==> src/rtl/ro_freq_counter.sv <==
// Gated frequency counter for the eight ring-oscillator returns: synchronise, count rising
// edges over a fixed window, then latch the eight counts for the serial output stage.
module ro_freq_counter #(
  parameter int unsigned GATE_CYCLES   = 1000000,
  parameter int unsigned SETTLE_CYCLES = 16
) (
  input  logic        data_clk,
  input  logic        reset,
  input  logic [7:0]  ro_in,
  input  logic [1:0]  sel,
  output logic [31:0] INV_COUNT0,
  output logic [31:0] NAND_COUNT0,
  output logic [31:0] NOR_COUNT0,
  output logic [31:0] DividerOutput_COUNT0,
  output logic [31:0] INV_COUNT1,
  output logic [31:0] NAND_COUNT1,
  output logic [31:0] NOR_COUNT1,
  output logic [31:0] DividerOutput_COUNT1,
  output logic [1:0]  sel_latched,
  output logic        count_valid
);

  localparam logic [15:0] SETTLE_LAST = 16'(SETTLE_CYCLES - 1);
  localparam logic [31:0] GATE_LAST   = 32'(GATE_CYCLES - 1);

  typedef enum logic [1:0] {SETTLE, COUNT, LATCH} state_t;

  state_t            state;
  state_t            next_state;
  logic [7:0]        s1;
  logic [7:0]        s2;
  logic [7:0]        s3;
  logic [7:0]        rise;
  logic [15:0]       settle_cnt;
  logic [31:0]       window_cnt;
  logic [7:0][31:0]  edge_cnt;
  logic [7:0][31:0]  held;
  logic [1:0]        sel_q;
  logic              sel_change;
  logic              latch_done;

  assign rise       = s2 & ~s3;
  assign sel_change = (sel != sel_q);

  // s1 may go metastable; only s2/s3 feed edge detection.
  always_ff @(posedge data_clk) begin
    if (!reset) begin
      s1 <= '0;
      s2 <= '0;
      s3 <= '0;
    end else begin
      s1 <= ro_in;
      s2 <= s1;
      s3 <= s2;
    end
  end

  always_ff @(posedge data_clk) begin
    if (!reset) state <= SETTLE;
    else        state <= next_state;
  end

  always_comb begin
    next_state = state;
    latch_done = 1'b0;
    case (state)
      SETTLE: if (settle_cnt == SETTLE_LAST) next_state = COUNT;
      COUNT:  if (window_cnt == GATE_LAST) next_state = LATCH;
      LATCH: begin
        next_state = COUNT;
        latch_done = 1'b1;
      end
      default: next_state = SETTLE;
    endcase
    // A bank switch invalidates the window in progress, including one finishing this edge.
    if (sel_change) begin
      next_state = SETTLE;
      latch_done = 1'b0;
    end
  end

  always_ff @(posedge data_clk) begin
    if (!reset) begin
      settle_cnt <= '0;
      window_cnt <= '0;
      edge_cnt   <= '0;
      sel_q      <= sel;
    end else if (sel_change) begin
      settle_cnt <= '0;
      window_cnt <= '0;
      edge_cnt   <= '0;
      sel_q      <= sel;
    end else begin
      case (state)
        SETTLE: settle_cnt <= settle_cnt + 16'd1;
        COUNT: begin
          window_cnt <= window_cnt + 32'd1;
          for (int i = 0; i < 8; i++) begin
            if (rise[i]) edge_cnt[i] <= edge_cnt[i] + 32'd1;
          end
        end
        LATCH: begin
          window_cnt <= '0;
          edge_cnt   <= '0;
        end
        default: settle_cnt <= '0;
      endcase
    end
  end

  always_ff @(posedge data_clk) begin
    if (!reset) begin
      held        <= '0;
      sel_latched <= '0;
      count_valid <= 1'b0;
    end else begin
      count_valid <= latch_done;
      if (latch_done) begin
        held        <= edge_cnt;
        sel_latched <= sel_q;
      end
    end
  end

  assign INV_COUNT0           = held[0];
  assign NAND_COUNT0          = held[1];
  assign NOR_COUNT0           = held[2];
  assign DividerOutput_COUNT0 = held[3];
  assign INV_COUNT1           = held[4];
  assign NAND_COUNT1          = held[5];
  assign NOR_COUNT1           = held[6];
  assign DividerOutput_COUNT1 = held[7];

endmodule

==> config.mk <==
export PLATFORM = sky130hd
export DESIGN_NAME = ro_freq_counter
export DESIGN_NICKNAME = d
export VERILOG_FILES = /design/src/rtl/ro_freq_counter.sv
export SDC_FILE = /design/constraint.sdc
export NUM_CORES = 1
export LEC_CHECK = 0
export ABC_AREA = 1
export BUFFER_PORTS_ARGS = -buffer_cell sky130_fd_sc_hd__buf_4
export CAP_MARGIN = 20
export CORE_ASPECT_RATIO = 0.8
export CORE_UTILIZATION = 30
export CTS_BUF_LIST = sky130_fd_sc_hd__clkbuf_8
export DETAILED_ROUTE_END_ITERATION = 16
export PLACE_DENSITY = 0.49
export SLEW_MARGIN = 30
export SYNTH_ARGS = -nofsm -noshare
export SYNTH_HDL_FRONTEND = slang
export SYNTH_SLANG_ARGS = --single-unit
==> constraint.sdc <==
create_clock -name data_clk -period 1.95 [get_ports data_clk]
set_input_delay 0.4875 -clock data_clk [delete_from_list [all_inputs] [get_ports data_clk]]
set_output_delay 0.4875 -clock data_clk [all_outputs]
set_load 0.02 [all_outputs]
# Word level (Yosys, flattened, before mapping)
# Index checks and enable logic that the tools add are counted.
[classes]
add_sub_neg = 10
eq_ne = 16
bitwise = 3
mux = 18
reduce_logical = 13
[ops]
columns = ["op", "n"]
rows = [
  ["$pmux W256 S2", 1],
  ["$add A32 B1 Y32 const B", 9],
  ["$mux W32", 8],
  ["$pmux W32 S2", 1],
  ["$eq A32 B20 Y1 const B", 1],
  ["$pmux W16 S2", 1],
  ["$ne A2 B2 Y1 const B", 10],
  ["$reduce_and A2 Y1", 9],
  ["$add A16 B1 Y16 const B", 1],
  ["$eq A16 B4 Y1 const B", 1],
  ["$and A8 B8 Y8", 1],
  ["$mux W2", 4],
  ["$not A8 Y8", 1],
  ["$pmux W2 S3", 1],
  ["$reduce_or A2 Y1", 2],
  ["$eq A2 B1 Y1 const B", 1],
  ["$eq A2 B2 Y1 const B", 1],
  ["$logic_not A2 Y1", 1],
  ["$mux W1", 2],
  ["$ne A2 B1 Y1 const B", 1],
  ["$ne A2 B2 Y1", 1],
  ["$reduce_bool A2 Y1", 1],
  ["$not A1 Y1", 1],
]
[word_totals]
inputBits = 12
out_inout_bits = 259
ff_bits = 591

# Logic depth before layout (Yosys ltp)
[logic_depth]
ltp_word = 4
depth_mapped = 14
mapped_depth_nobuf = 12

# Least setup slack after synthesis
# Ideal clock, no wire load.
[synth_path]
path_type = "register to register"
from = "reg state[0]"
to = "reg settle_cnt[15]"
t_arrival_ps = 1802
path_slack_ps = 35
path_stages_with_launch = 10
setup_ps = 113
path_cell_list = "dfxtp_1 inv_1 ha_1 buf_2 nor3_2 nand3_1 nor2_1 nand3b_1 nor2_1 nor2_1"
[synth_via]
elab_chain_cells = 3
elab_cells_between_ends = 5
classes_between = "eq/ne (2); mux (1); reduce/logical (2)"
[synth_lines]
columns = ["element", "line", "rtl"]
rows = [
  ["start, declared", "28", "state_t state;"],
  ["start signal, assigned", "60", "else state <= next_state;"],
  ["$eq A2 B1 Y1 / $eq A2 B2 Y1 (equally long branches)", "94", "case (state)"],
  ["$reduce_or A2 Y1 (no source line)", "n/a", ""],
  ["$pmux W16 S2", "94", ""],
  ["end signal, assigned", "95", "SETTLE: settle_cnt <= settle_cnt + 16'd1;"],
  ["end, declared", "34", "logic [15:0] settle_cnt;"],
]
# Parallel ways exist; a longest one is shown, timed or not.
# A chain may end at the register's enable or synchronous reset.

# Worst setup path after layout
[layout_path]
from = "reg state[0]"
to = "reg held, in the netlist NOR_COUNT0[9]"
[layout_via]
elab_chain_cells = 3
[layout_lines]
columns = ["element", "line", "rtl"]
rows = [
  ["$eq A2 B2 Y1", "66", "case (state)"],
  ["$mux W1", "66", ""],
  ["$mux W1", "76", "if (sel_change) begin"],
  ["end signal, assigned", "119", "held <= edge_cnt;"],
  ["end, declared", "37", "logic [7:0][31:0] held;"],
]
# No other way between the ends.

==> impl_metrics.toml <==
[clock_network]
cts-root-buf = "clkbuf_8"
clockBufferDepth = 3
insertion_delay_ns = 0.73
clock_sinks = 591
h-tree-depth = 3
cts_made_buffers = 105
cts.reportedPaths.clkPinSlew_ns = 0.06
cts_tree = "built"

[timing]
timing.fmax_mhz = 527
worstMarginPinSlew_ns = 0.439
period_minus_slack_ns = 1.90
finalSetupViolations = 0
slew-limit-headroom_pct = 70.7
final-hold-violation-count = 0
drv_slew = 0
post-route-period-util_pct = 97.2
timing.hold.ws_ns = 0.291
finClkSkew_ns = 0.0272
rsz0062_at_grt = "true"

[detailed_routing]
ant_nets = 0
wl_mm = 80.1
drt-vias-per-instance = 4.54
drt_iter0_drc = 1326
drc_errors = 0
num_vias = 24775
wl_per_cell_um = 14.7
drt_pass1_iterations = 5

[synth]
synth_top_cell_area_share_pct = 45.7
netlist_instances = 3709
ys_ff_latch = 591
synthesis.nets = 3736
yosysTopAreaCell = "dfxtp_1"
netlist-cell-type-count = 42
netlist_area_um2 = 25800
async_flop_share_pct = 0
synth_ff_type = "dfxtp_1"
synth-edff-count = 2
ys_top_cells_by_area = "dfxtp_1 46%, nand2_1 9.2%, a21oi_1 8.8%, inv_1 8.7%, nor2_1 7.1%"
ys_seq_area_share_pct = 45.9
avgSynthCellArea_um2 = 6.96
yosys_warnings = 0

[min_path]
hold_path_class = "input pin to flip-flop"

[critical_path]
crit_fanout = 22
start_kind = "flip-flop"
cp_data_arrival_time_ns = 2.56
cp-end-kind = "flip-flop"
critPathKind = "flip-flop to flip-flop"
required_ns = 2.61

[power_and_ir_drop]
p_sw_mw = 5.93
p_comb_share_pct = 3.4
powerDensity_nw_per_um2 = 724
power.clock.fraction_pct = 48.0
vdd_drop_max_mv = 0.407
total_leakage_power_nw = 13.4
p_int_mw = 19.0
pwr-share-seq_pct = 48.6
switching_share_pct = 23.8
total_power_mw = 25.0

[final_layout]
area_growth_syn_to_layout_pct = 33.5
final-seq-area_um2 = 11900
drive_gt1_share_pct = 20.3
n_fill_cell = 9038
multiInputGateArea_um2 = 11900
nNetsFinal = 4289

[grt]
grt_max_degree = 70
grt_pass1_vias = 22999
antenna_found_initial = 3
grt_pass1_wl_mm = 125
grt_overflow = 0
grtUsageTotal_pct = 17.8

[run_status]
status = "finished clean"

[floorplanning]
die_x_um = 330
die_h_um = 264
rows = 95
coreArea_um2 = 84600
num_io_pins = 271
dieArea_um2 = 87200
initial_core_util_pct = 30.5

[placed_design]
port_buffers = 270
place.gp.congestion = 0.847
dp_hpwl_mm = 57.5

[job]
drv_cap = 0
timing repair:
action / CTS / global route
pin swaps: 12 / 30
endpoints found under the setup margin: 346 / 281
gates resized for setup: 65 / 200
hold buffers: 10 / 0
cloned: 2 / 9
setup buffers: 2 / 15
endpoints found under the hold margin: 10 / 0
flip-flops by register name, summed over array words and instances, names as in the netlist, 16 cells and up:
register	flops
edge_cnt	256
DividerOutput_COUNT0	32
DividerOutput_COUNT1	32
INV_COUNT0	32
INV_COUNT1	32
NAND_COUNT0	32
NAND_COUNT1	32
NOR_COUNT0	32
NOR_COUNT1	32
window_cnt	32
settle_cnt	16
final timing paths:
check / to / slack (ns) / cells past startpoint / startpoint
setup reg to reg: NOR_COUNT0[9] / 0.05 / 10 / state[0]
setup / recovery: NOR_COUNT0[9] / 0.05 / 10 / state[0]
hold / removal: INV_COUNT0[24] / 0.29 / 4 / reset
hold reg to reg: s2[5] / 0.42 / 2 / s1[5]
cells in the mapped netlist, types with 10 or more instances:
cell type and number:
ha_1 15, nand2_1 635, dfxtp_1 589, nor2_2 13, clkbuf_1 68, nand3_1 169, buf_2 41, nor2_1 488
xnor2_1 11, o21ai_0 358, nor3b_1 17, a211oi_1 15, a21oi_1 453, nand4_1 66, nor3_1 78, o21a_1 10
inv_1 598
power by group through the flow:
| stage | Clock, mW | Combinational, mW | Sequential (mW) |
|---|---|---|---|
| after detailed placement | 0 | 0.802 | 12.4 |
| after global placement | 0 | 0.797 | 12.4 |
| after floorplan | 0 | 0.414 | 12.4 |
| after CTS | 12.4 | 0.822 | 12.1 |
| after global routing | 12.9 | 0.951 | 12.1 |
| final | 12.0 | 0.849 | 12.1 |
metal layers:
layer  vias up  part of all wire, %  routed length, um  global-route usage (%)
met5         -                    0                  0                       0
met1     11154                   53              42200                    26.7
li1      13084                    -                  -                       -
met2       438                   41              32900                    25.7
met4         0                  1.8               1410                    4.52
met3        99                  4.5               3600                    3.29
metrics by stage:
stage | setup WS [ns] | instances | setup TNS (ns) | utilization [%] | instance area (um2)
final | 0.0542 | 5455 | 0 | 40.7 | 34500
after global routing | -0.0759 | 5455 | -0.751 | 40.7 | 34500
after CTS | -0.00277 | 5431 | -0.00277 | 39.7 | 33600
after detailed placement | -0.241 | 5233 | -25.72 | 36.7 | 31000
after global placement | -0.189 | 5233 | -21.27 | 36.7 | 31000
after floorplan | 0.0354 | 3709 | 0 | - | 25800
logic make-up (layout without fill, tap and decap cells):
logic type | after synthesis | in the layout | synth area share (%)
xor gates and xnor gates | 15 | 15 | 0.509
buffers and inverters | 717 | 1347 | 10.7
adders and majority gates | 15 | 15 | 0.727
DFF | 591 | 591 | 45.9
AOI/OAI and AO/OA | 857 | 857 | 17.1
and+or+nand+nor | 1514 | 1514 | 25.0
other | 0 | 1 | 0
final cells by class:
type	instances	area share, %
multi-input cells	2401	34.5
flip-flops and latches	591	34.4
repair buffers	562	14.2
inverters	601	6.56
clock buffers	132	5.27
well taps	1115	4.05
clock inverters	52	0.988
diodes	1	0.00726
critical path: stages (launching register included):
cell and delay [ns]:
dfxtp_4 0.36, inv_4 0.09, ha_4 0.15, buf_6 0.12, buf_8 0.13, nand3_4 0.15
buf_16 0.22, buf_12 0.17, buf_4 0.14, buf_4 0.14, a21oi_1 0.12
cell usage in the layout (no fill, tap or decap), types with 27 or more instances in the layout:
cell type and count:
buf_4 495, nor2_4 31, buf_12 27, nor3_1 71
nand4_1 66, inv_1 619, clkbuf_8 133, o21ai_0 292
nand2_1 616, nand3_1 148, a21oi_1 447, dfxtp_1 587
nor2_1 448, o21ai_1 63, nor2_2 29
Note: power is estimated with default switching activity, not from simulation.
